File: config.mk
export PLATFORM = sky130hd
export DESIGN_NAME = i2c_imu_target
export DESIGN_NICKNAME = d
export VERILOG_FILES = /design/src/rtl/i2c_imu_pkg.sv /design/src/rtl/i2c_imu_target_bus_cond.sv /design/src/rtl/i2c_imu_target.sv
export SDC_FILE = /design/constraint.sdc
export NUM_CORES = 1
export LEC_CHECK = 0
export CORE_ASPECT_RATIO = 1.5
export CORE_MARGIN = 4
export CORE_UTILIZATION = 35
export CTS_CLUSTER_SIZE = 20
export DETAILED_ROUTE_END_ITERATION = 8
export SETUP_SLACK_MARGIN = 0.15
export SLEW_MARGIN = 20
export SYNTH_ARGS = -nofsm -noshare
export SYNTH_HDL_FRONTEND = slang
export SYNTH_SLANG_ARGS = --single-unit
File: constraint.sdc
create_clock -name clk -period 6.35 [get_ports clk]
set_input_delay 1.905 -clock clk [delete_from_list [all_inputs] [get_ports clk]]
set_output_delay 1.905 -clock clk [all_outputs]
set_load 0.02 [all_outputs]
File: src/rtl/i2c_imu_pkg.sv
// Shared types and constants for the MPU-6050 style I2C target.
//   state_e   : protocol engine states
//   REG_*     : register addresses served by the target
//   BURST_LEN : length of the sensor burst starting at REG_ACCEL_XOUT_H
//   map_byte  : read-side register map lookup
package i2c_imu_pkg;

  typedef enum logic [3:0] {
    StIdle,
    StAddr,
    StAddrAck,
    StRegPtr,
    StPtrAck,
    StWdata,
    StWdataAck,
    StRdata,
    StMack,
    StIgnore
  } state_e;

  localparam logic [7:0] REG_ACCEL_XOUT_H = 8'h3B;
  localparam logic [7:0] REG_PWR_MGMT_1   = 8'h6B;
  localparam logic [7:0] REG_WHO_AM_I     = 8'h75;
  localparam int unsigned BURST_LEN       = 14;

  // words = {accel_x, accel_y, accel_z, temp, gyro_x, gyro_y, gyro_z}, high byte first.
  function automatic logic [7:0] map_byte(input logic [7:0]   ptr,
                                          input logic [111:0] words,
                                          input logic [7:0]   pwr,
                                          input logic [7:0]   who);
    int unsigned off;
    map_byte = 8'h00;
    // Pointers below the burst base wrap to a huge offset and fall out of range.
    off = 32'(ptr) - 32'(REG_ACCEL_XOUT_H);
    if (off < BURST_LEN) begin
      map_byte = 8'(words >> (8 * (BURST_LEN - 1 - off)));
    end else if (ptr == REG_PWR_MGMT_1) begin
      map_byte = pwr;
    end else if (ptr == REG_WHO_AM_I) begin
      map_byte = who;
    end
  endfunction

endpackage

File: src/rtl/i2c_imu_target_bus_cond.sv
// I2C bus conditioning: 2-flop synchronizer and 3-sample majority filter on SCL and SDA,
// followed by edge and START/STOP detection on the filtered levels.
//   clk, reset         : system clock, asynchronous active-high reset
//   scl_in, sda_in     : raw pad inputs
//   sda_filt           : filtered SDA level
//   scl_rise, scl_fall : one-cycle strobes on filtered SCL edges
//   start_det          : SDA falling while SCL high
//   stop_det           : SDA rising while SCL high
// Pad-to-strobe latency is 3 clk, so the engine acts on the 4th clk edge.
module i2c_bus_cond
  import i2c_imu_pkg::*;
(
  input  logic clk,
  input  logic reset,
  input  logic scl_in,
  input  logic sda_in,
  output logic sda_filt,
  output logic scl_rise,
  output logic scl_fall,
  output logic start_det,
  output logic stop_det
);

  // Bit 0 carries SCL, bit 1 carries SDA.
  logic [1:0] meta_q, sync_q, hist0_q, hist1_q, filt_q;
  logic [1:0] filt;

  // Reset to the idle-bus level so releasing reset never fakes an edge.
  always_ff @(posedge clk or posedge reset) begin
    if (reset) begin
      meta_q  <= 2'b11;
      sync_q  <= 2'b11;
      hist0_q <= 2'b11;
      hist1_q <= 2'b11;
      filt_q  <= 2'b11;
    end else begin
      meta_q  <= {sda_in, scl_in};
      sync_q  <= meta_q;
      hist0_q <= sync_q;
      hist1_q <= hist0_q;
      filt_q  <= filt;
    end
  end

  assign filt = (sync_q & hist0_q) | (sync_q & hist1_q) | (hist0_q & hist1_q);

  assign sda_filt  = filt[1];
  assign scl_rise  = filt[0] & ~filt_q[0];
  assign scl_fall  = ~filt[0] & filt_q[0];
  // SCL must be high both before and after the SDA transition.
  assign start_det = ~filt[1] & filt_q[1] & filt[0] & filt_q[0];
  assign stop_det  = filt[1] & ~filt_q[1] & filt[0] & filt_q[0];

endmodule

File: src/rtl/i2c_imu_target.sv
// I2C target emulating the MPU-6050 register interface: 14-byte sensor burst at 0x3B..0x48,
// WHO_AM_I at 0x75 and a writable PWR_MGMT_1 at 0x6B. SDA is open-drain (pull-low only);
// SCL is never stretched.
//   clk, reset       : system clock (>= 16x SCL), asynchronous active-high reset
//   scl_in, sda_in   : raw pad inputs
//   sda_oe           : 1 pulls SDA low
//   accel_*, temp,
//   gyro_*           : sensor words served by the burst
//   pwr_mgmt         : current PWR_MGMT_1 value
//   busy             : high from START until STOP
//   rd_done          : one-cycle pulse when the master NACKs a read byte
// Build option IMU_SNAPSHOT_EN: latch all sensor words on a read address match so the whole
// burst is coherent; otherwise each byte is taken live when it is loaded.
module i2c_imu_target
  import i2c_imu_pkg::*;
#(
  parameter logic [6:0] DEV_ADDR     = 7'h68,
  parameter logic [7:0] WHO_AM_I_VAL = 8'h68,
  parameter logic [7:0] PWR_MGMT_RST = 8'h40
) (
  input  logic        clk,
  input  logic        reset,
  input  logic        scl_in,
  input  logic        sda_in,
  output logic        sda_oe,
  input  logic [15:0] accel_x,
  input  logic [15:0] accel_y,
  input  logic [15:0] accel_z,
  input  logic [15:0] temp,
  input  logic [15:0] gyro_x,
  input  logic [15:0] gyro_y,
  input  logic [15:0] gyro_z,
  output logic [7:0]  pwr_mgmt,
  output logic        busy,
  output logic        rd_done
);

  logic sda_filt, scl_rise, scl_fall, start_det, stop_det;

  i2c_bus_cond u_bus_cond (
    .clk       (clk),
    .reset     (reset),
    .scl_in    (scl_in),
    .sda_in    (sda_in),
    .sda_filt  (sda_filt),
    .scl_rise  (scl_rise),
    .scl_fall  (scl_fall),
    .start_det (start_det),
    .stop_det  (stop_det)
  );

  state_e      state_q, state_d;
  logic [2:0]  bit_cnt_q, bit_cnt_d;
  // ACK slot sub-phase: 0 = before the 9th SCL low, 1 = slot driven/released,
  // 2 = master ACKed a read byte, next byte loads on the coming fall.
  logic [1:0]  ack_phase_q, ack_phase_d;
  logic [7:0]  shreg_q, shreg_d;
  logic        rw_q, rw_d;
  logic [7:0]  reg_ptr_q, reg_ptr_d;
  logic [7:0]  pwr_q, pwr_d;
  logic        sda_oe_q, sda_oe_d;
  logic        busy_q, busy_d;
  logic        rd_done_q, rd_done_d;

  logic [7:0]   rx_byte;
  logic [7:0]   rd_byte;
  logic [111:0] words_live, words;

  assign words_live = {accel_x, accel_y, accel_z, temp, gyro_x, gyro_y, gyro_z};
  assign rx_byte    = {shreg_q[6:0], sda_filt};

`ifdef IMU_SNAPSHOT_EN
  logic [111:0] snap_q;
  logic         addr_rd_match;

  assign addr_rd_match = (state_q == StAddr) && scl_rise && !start_det && !stop_det &&
                         (bit_cnt_q == 3'd7) && (rx_byte == {DEV_ADDR, 1'b1});

  always_ff @(posedge clk or posedge reset) begin
    if (reset) begin
      snap_q <= '0;
    end else if (addr_rd_match) begin
      snap_q <= words_live;
    end
  end

  assign words = snap_q;
`else
  assign words = words_live;
`endif

  assign rd_byte = map_byte(reg_ptr_q, words, pwr_q, WHO_AM_I_VAL);

  always_ff @(posedge clk or posedge reset) begin
    if (reset) begin
      state_q     <= StIdle;
      bit_cnt_q   <= 3'd0;
      ack_phase_q <= 2'd0;
      shreg_q     <= 8'h00;
      rw_q        <= 1'b0;
      reg_ptr_q   <= 8'h00;
      pwr_q       <= PWR_MGMT_RST;
      sda_oe_q    <= 1'b0;
      busy_q      <= 1'b0;
      rd_done_q   <= 1'b0;
    end else begin
      state_q     <= state_d;
      bit_cnt_q   <= bit_cnt_d;
      ack_phase_q <= ack_phase_d;
      shreg_q     <= shreg_d;
      rw_q        <= rw_d;
      reg_ptr_q   <= reg_ptr_d;
      pwr_q       <= pwr_d;
      sda_oe_q    <= sda_oe_d;
      busy_q      <= busy_d;
      rd_done_q   <= rd_done_d;
    end
  end

  always_comb begin
    state_d     = state_q;
    bit_cnt_d   = bit_cnt_q;
    ack_phase_d = ack_phase_q;
    shreg_d     = shreg_q;
    rw_d        = rw_q;
    reg_ptr_d   = reg_ptr_q;
    pwr_d       = pwr_q;
    sda_oe_d    = sda_oe_q;
    busy_d      = busy_q;
    rd_done_d   = 1'b0;

    if (start_det) begin
      state_d     = StAddr;
      busy_d      = 1'b1;
      sda_oe_d    = 1'b0;
      bit_cnt_d   = 3'd0;
      ack_phase_d = 2'd0;
    end else if (stop_det) begin
      state_d  = StIdle;
      busy_d   = 1'b0;
      sda_oe_d = 1'b0;
    end else begin
      unique case (state_q)
        StAddr: begin
          if (scl_rise) begin
            shreg_d   = rx_byte;
            bit_cnt_d = bit_cnt_q + 3'd1;
            if (bit_cnt_q == 3'd7) begin
              ack_phase_d = 2'd0;
              if (rx_byte[7:1] == DEV_ADDR) begin
                state_d = StAddrAck;
                rw_d    = rx_byte[0];
              end else begin
                state_d = StIgnore;
              end
            end
          end
        end
        StRegPtr: begin
          if (scl_rise) begin
            shreg_d   = rx_byte;
            bit_cnt_d = bit_cnt_q + 3'd1;
            if (bit_cnt_q == 3'd7) begin
              ack_phase_d = 2'd0;
              reg_ptr_d   = rx_byte;
              state_d     = StPtrAck;
            end
          end
        end
        StWdata: begin
          if (scl_rise) begin
            shreg_d   = rx_byte;
            bit_cnt_d = bit_cnt_q + 3'd1;
            if (bit_cnt_q == 3'd7) begin
              ack_phase_d = 2'd0;
              state_d     = StWdataAck;
              if (reg_ptr_q == REG_PWR_MGMT_1) begin
                pwr_d = rx_byte;
              end
            end
          end
        end
        StAddrAck, StPtrAck, StWdataAck: begin
          if (scl_fall) begin
            if (ack_phase_q == 2'd0) begin
              sda_oe_d    = 1'b1;
              ack_phase_d = 2'd1;
            end else begin
              sda_oe_d  = 1'b0;
              bit_cnt_d = 3'd0;
              if (state_q == StAddrAck && rw_q) begin
                // Load the first read byte; a 0 MSB keeps SDA low straight through.
                state_d  = StRdata;
                shreg_d  = rd_byte;
                sda_oe_d = ~rd_byte[7];
              end else if (state_q == StAddrAck) begin
                state_d = StRegPtr;
              end else begin
                state_d = StWdata;
                if (state_q == StWdataAck) begin
                  reg_ptr_d = reg_ptr_q + 8'd1;
                end
              end
            end
          end
        end
        StRdata: begin
          if (scl_rise) begin
            bit_cnt_d = bit_cnt_q + 3'd1;
            if (bit_cnt_q == 3'd7) begin
              state_d     = StMack;
              ack_phase_d = 2'd0;
            end
          end else if (scl_fall) begin
            shreg_d  = {shreg_q[6:0], 1'b0};
            sda_oe_d = ~shreg_q[6];
          end
        end
        StMack: begin
          if (scl_fall && ack_phase_q == 2'd0) begin
            sda_oe_d    = 1'b0;
            ack_phase_d = 2'd1;
          end else if (scl_rise && ack_phase_q == 2'd1) begin
            reg_ptr_d = reg_ptr_q + 8'd1;
            if (sda_filt) begin
              rd_done_d = 1'b1;
              state_d   = StIgnore;
            end else begin
              ack_phase_d = 2'd2;
            end
          end else if (scl_fall && ack_phase_q == 2'd2) begin
            state_d   = StRdata;
            bit_cnt_d = 3'd0;
            shreg_d   = rd_byte;
            sda_oe_d  = ~rd_byte[7];
          end
        end
        StIdle, StIgnore: begin
        end
        default: begin
          state_d = StIdle;
        end
      endcase
    end
  end

  assign sda_oe   = sda_oe_q;
  assign pwr_mgmt = pwr_q;
  assign busy     = busy_q;
  assign rd_done  = rd_done_q;

endmodule

==> flow_metrics.tcl, run 1 <==
set metrics [dict create \
    placed_area_mm2 0.00533 \
    row_count 47 \
    power_mw 2.04 \
    drc 0 \
    holdBufCountCts 0 \
    hold_slack_ps 355 \
    switchingPower_uw 907 \
    hold_path_end "u_bus_cond.sync_q[1]" \
    overflow 0 \
    h-tree-depth 2 \
    reg2reg_to "shreg_q[0]" \
    synth_common_cells "45 x nand2_1, 35 x dfrtp_1, 24 x mux2i_1, 24 x mux4_2, 23 x a21oi_1" \
    synth.net_count 543 \
    area_growth_pct 35.7 \
    synthMostInstantiatedCell "nand2_1" \
    p_int_mw 1.14 \
    core_mm2 0.0112 \
    crit_chain "buf_4 > ha_2 > inv_1 > ha_1 > inv_1 > nand2_1 > nor3_1 > a311o_1 > a221oi_1 > o31ai_1" \
    critical_path_class "flop to flop" \
    cts_resized 0 \
    dp.cells 665 \
    powerDensity_mw_per_mm2 371 \
    synthArstFlopShare_pct 100 \
    synth-edff-count 0 \
    yosys_warnings 0 \
    setup_viol 0 \
    avgSynthCellArea_um2 9.61 \
    drive_gt1_share_pct 12.7 \
    pwr-share-comb_pct 61.1 \
    whs_path_depth 0 \
    clk_path_buf_depth 2 \
    worstMarginPinSlew_ps 849 \
    cts.clk_slew.worst_paths_ps 70 \
    synth_cells 422 \
    r2r-start "reg_ptr_q[0]" \
    hold_class "flop to flop" \
    p_seq_share_pct 24.0 \
    finalCritPeriodShare_pct 58.8 \
    status "complete, no violations" \
    io_buffers 126 \
    cts_tree "yes" \
    fmax_mhz 268 \
    regToRegSetupSlack_ps 2610 \
    mappedNetlistArea_mm2 0.00406 \
    fill_cells 1044 \
    worstSetupStartpointType "flop" \
    insertion_delay_ps 300 \
    cts_root_buf "clkbuf_16" \
    initial_core_util_pct 36.3 \
    synth_cell_type_count 81 \
    synth_ff_type "dfrtp_1" \
    rr_worst_depth 10 \
    wl_um 13200 \
    die_w_um 95.9 \
    finalHoldViolations 0 \
    grt_max_degree 47 \
    die_y_um 140 \
    antenna_found_initial 0 \
    ys_seq_elements 46 \
    numCtsBuffers 5 \
    fin_nets 646 \
    period_needed_ps 3740 \
    timing.max_cap.violations 0 \
    max_stage_delay_ps 700 \
    drt_iter0_drc 224 \
    place_hpwl_um 10500 \
    yosysSeqAreaShare_pct 28.7 \
    utilization_pct 49.2 \
    antennaDiodeCount 0 \
    vias 3895 \
    grt_pass1_wl_um 20800 \
    rsz0062_at_grt "no" \
    end_kind "flop" \
    sw_frac_of_total_pct 44.4 \
    pwr-share-clk_pct 15.0 \
    relSlewSlack_pct 43.4 \
    fin_cells 673 \
    ys_top_cells_by_area "dfrtp_1 22%, mux4_2 13%, dfstp_2 7.1%" \
    yosysTopAreaCellShare_pct 21.6 \
    dieArea_mm2 0.0134 \
    final_max_slew_viol_count 0 \
    critical_path.top_delay_family "adder cells" \
    grt_usage_pct 20.0 \
    design_area_mm2 0.00550 \
    drt-pass1-iter-count 4 \
    post-place-ws_ps 2260 \
    cp.required_ps 6520 \
    grt_pass1_vias 4033 \
    skew_ps 9.87 \
    p_leak_nw 2.11 \
    viasPerCell 5.79 \
    post-cts-setup-buffers 0 \
    cts_sinks 46 \
    critPathArrivalTime_ps 3910 \
    io_pins 127 \
    critical-path-slowest-cell "ha_2" \
    tns_ps 0 \
    path_buf_inv 3 \
    ant_nets 0 \
    post_drt_wl_per_cell_um 19.6 \
    gp_congestion 0.904 \
    synth_top_area_cell "dfrtp_1" \
    irDropWorstVdd_uv 136 \
    finalWorstSetupSlack_ps 2610 \
    cp_common_cell "inv_1" \
    path_max_fanout 40 \
    min-delay-start "u_bus_cond.meta_q[1]" \
]
==> metal layers <==
metal | global-route usage, % | up-vias | part of all wire, %
li1 | - | 1828 | -
met1 | 21.9 | 1858 | 36
met2 | 36.7 | 188 | 52
met3 | 4.32 | 21 | 8.4
met4 | 7.20 | 0 | 3.1
met5 | 0 | - | 0
==> layout make-up <==
cell class / count / area (um^2) / share of cell area, %
clock buffer: 6 / 129 / 2.34
clock inverter: 2 / 37.5 / 0.682
inverter: 14 / 53.8 / 0.978
multi-input combinational: 329 / 2650 / 48.1
sequential: 46 / 1170 / 21.2
tap: 147 / 184 / 3.34
timing repair buffer: 129 / 1280 / 23.3
==> registers in the layout (all words and copies together), names as in the netlist, 2 cells and up <==
name,count
bit_cnt_q,3
pwr_mgmt,8
state_q,4
ack_phase_q,2
u_bus_cond.filt_q,2
reg_ptr_q,8
u_bus_cond.hist0_q,2
u_bus_cond.hist1_q,2
u_bus_cond.meta_q,2
u_bus_cond.sync_q,2
shreg_q,7
==> cell families after synthesis <==
group,count (synthesis),share of synthesized area (%)
xor gates and xnor gates,6,1.97
muxes,57,21.8
buffers and inverters,47,6.05
and+or+nand+nor,146,20.2
adders and majority gates,6,1.82
DFF,46,28.7
AOI/OAI and AO/OA,114,19.4
==> worst max-delay path by stage <==
stage	startpoint	endpoint	cells after the start
detailed placement	reg_ptr_q[0]	shreg_q[0]	10
floorplan	accel_z[11]	shreg_q[3]	6
finish	reg_ptr_q[0]	shreg_q[0]	10
global placement	reg_ptr_q[0]	shreg_q[0]	10
CTS	reg_ptr_q[0]	shreg_q[0]	10
global route	reg_ptr_q[0]	shreg_q[0]	10
==> placed cells by master (no fill, tap or decap), types with 4 or more instances in the layout <==
cell type        count
mux2_1               9
nor2_1              19
nor3_1              16
mux2i_1             24
nand2_1             45
a311o_1              7
o22ai_1              7
a221oi_1             4
o21ai_0             15
dfrtp_1             34
a22oi_1              6
dfstp_2             11
clkbuf_16            5
inv_1               10
nand2b_1             9
clkdlybuf4s50_1    126
or2_1                5
nor4_1               4
mux4_2              24
a21oi_1             23
nand4b_1             4
nand3_1              9
o31ai_1              8
o21ai_1              8
a31oi_1              5
ha_1                 4
==> worst register-to-register path, stage by stage (launching register included) <==
cell and delay, ps:
dfrtp_2 340, buf_4 510, ha_2 710, inv_1 140
ha_1 570, inv_1 260, nand2_1 280, nor3_1 90
a311o_1 360, a221oi_1 260, o31ai_1 90
==> power groups by stage <==
stage                     Sequential (mW)  Combinational [mW]  Clock, mW
after detailed placement            0.491                1.24          0
after CTS                           0.486                1.25      0.308
after global routing                0.504                1.37      0.320
final                               0.489                1.25      0.306
after global placement              0.491                1.22          0
after floorplan                     0.417                1.03          0
No activity file was read; power rests on OpenSTA's default activity.
==> run 2, diff against run 1 <==
--- a/config.mk
+++ b/config.mk
@@ -10,6 +10,7 @@
 export CORE_UTILIZATION = 35
 export CTS_CLUSTER_SIZE = 20
 export DETAILED_ROUTE_END_ITERATION = 8
+export PLACE_DENSITY = 0.65
 export SETUP_SLACK_MARGIN = 0.15
 export SLEW_MARGIN = 20
 export SYNTH_ARGS = -nofsm -noshare
==> constraint.sdc (replaced) <==
create_clock -name clk -period 3.09 [get_ports clk]
set_input_delay 0.927 -clock clk [delete_from_list [all_inputs] [get_ports clk]]
set_output_delay 0.927 -clock clk [all_outputs]
set_load 0.02 [all_outputs]
==> run 2 against run 1 <==
Net effect:
- clock power increased by 85%
- largest cell class unchanged
- clock-buffer cell count did not move
- setup slack got worse by 2100 ps
- fmax increased by 42%
- clock skew is 5.2 ps lower
- critical path depth did not move
- first-iteration DRC count grew 16%
- cell count increased by 1.8%
- critical endpoint is now shreg_q[5]
- largest power group unchanged
- core utilization rose by 0.69 points
- global-route usage rose by 0.30 points
==> flow_metrics.tcl, run 2 (synthesized netlist as in run 1, its figures left out) <==
set metrics [dict create \
    wl_met1_um 4940 \
    hold_class "flop to flop" \
    dieArea_mm2 0.0134 \
    timing.max_cap.violations 0 \
    critPathArrivalTime_ps 2810 \
    switchingPower_mw 1.91 \
    place_hpwl_um 10800 \
    io_pins 127 \
    final_common_cell "clkdlybuf4s50_1" \
    period_needed_ps 2630 \
    setup_viol 0 \
    dr.max_layer_used "met4" \
    cp.required_ps 3280 \
    drt_iter0_drc 259 \
    core_mm2 0.0112 \
    ant_nets 0 \
    row_count 47 \
    crit_path_start "reg_ptr_q[1]" \
    powerDensity_mw_per_mm2 762 \
    antennaDiodeCount 0 \
    relSlewSlack_pct 60.8 \
    worstMarginPinSlew_ps 588 \
    layout_common_cells "126 x clkdlybuf4s50_1, 45 x nand2_1, 34 x dfrtp_1" \
    path_max_fanout 10 \
    antenna_found_initial 0 \
    min-delay-start "u_bus_cond.meta_q[0]" \
    met2_length_um 7110 \
    drc 0 \
    area_growth_pct 37.6 \
    finalCritPeriodShare_pct 85.0 \
    critical_path_class "flop to flop" \
    sw_frac_of_total_pct 44.9 \
    overflow 0 \
    numCtsBuffers 5 \
    fin_nets 658 \
    skew_ps 4.65 \
    grt_usage_pct 20.3 \
    grt_max_degree 35 \
    drt-pass1-iter-count 6 \
    viasPerCell 5.84 \
    final_max_slew_viol_count 0 \
    cts_tree "yes" \
    clk_path_buf_depth 2 \
    irDropWorstVdd_uv 409 \
    status "complete, no violations" \
    power_mw 4.25 \
    grt_pass1_vias 4133 \
    vias 4001 \
    grt_pass1_wl_um 21100 \
    h-tree-depth 2 \
    rsz0062_at_grt "no" \
    worstSetupStartpointType "flop" \
    tns_ps 0 \
    post-place-ws_ps 221 \
    finalHoldViolations 0 \
    io_buffers 126 \
    drive_gt1_share_pct 15.1 \
    p_leak_nw 2.16 \
    insertion_delay_ps 290 \
    finalWorstSetupSlack_ps 463 \
    pwr-share-clk_pct 13.3 \
    gp_congestion 0.932 \
    utilization_pct 49.9 \
    r2r-start "reg_ptr_q[1]" \
    wl_um 13400 \
    p_int_mw 2.34 \
    die_w_um 95.9 \
    initial_core_util_pct 36.3 \
    p_seq_share_pct 22.5 \
    fmax_mhz 381 \
    cts_sinks 46 \
    end_kind "flop" \
    cts_root_buf "clkbuf_16" \
    die_y_um 140 \
    route.met3.wl_um 997 \
    cts.clk_slew.worst_paths_ps 70 \
    pwr-share-comb_pct 64.1 \
    holdBufCountCts 0 \
    post_drt_wl_per_cell_um 19.5 \
]
## run 2: changes by cell type in the layout (fill, tap and decap cells not counted), sizes merged
cell and delta:
bufinv -1, buf +12, clkinv -1, inv +2
## run 2: cell type report
type	instances	area (um^2)
repair buffers	141	1370
multi-input cells	329	2650
fillers	1064	5590
flip-flops and latches	46	1170
inverters	14	52.6
clock inverters	2	16.3
well taps	147	184
clock buffers	6	139
## run 2: power groups by stage
stage	sequential (mW)	clock (mW)	combinational [mW]
2_1_floorplan	0.856	0	2.13
3_3_place_gp	0.958	0	2.63
3_5_place_dp	0.962	0	2.68
4_1_cts	0.953	0.586	2.70
5_1_grt	0.983	0.604	2.99
6_report	0.958	0.567	2.73
## run 2: final timing paths
path | depth (start not counted) | slack, ps | endpoint
worst min register to register | 0 | 360 | u_bus_cond.sync_q[0]
min in group asynchronous | 2 | 920 | reg_ptr_q[5]
max in group asynchronous | 3 | 1550 | u_bus_cond.filt_q[1]
worst min-delay path | 0 | 360 | u_bus_cond.sync_q[0]
worst max register to register | 10 | 460 | shreg_q[5]
worst max-delay path | 10 | 460 | shreg_q[5]
## run 2: timing repair
| item | CTS | global route |
|---|---|---|
| resized for setup | 0 | 2 |
| setup buffers | 0 | 1 |
| endpoints found under the setup margin | 0 | 3 |
## run 2: through the flow
step	area, um^2	cells	hold WS (ps)
after floorplan	4060	422	345
after global placement	5410	676	348
after detailed placement	5410	676	349
after CTS	5570	684	359
after global routing	5580	685	364
final	5580	685	356
## run 2: metal layers
| metal | vias up | track usage (%) |
|---|---|---|
| met5 | - | 0 |
| met4 | 0 | 5.92 |
| met3 | 22 | 4.05 |
| met2 | 202 | 37.0 |
| met1 | 1919 | 23.3 |
| li1 | 1858 | - |
## run 2: critical path, stage by stage, from the launching register on
cell and delay, ps:
dfrtp_1 450, inv_1 90, ha_1 300, inv_1 60
ha_1 300, inv_1 260, nand2_1 270, nor3_1 260
a311o_1 140, a22oi_1 80, a221oi_1 300
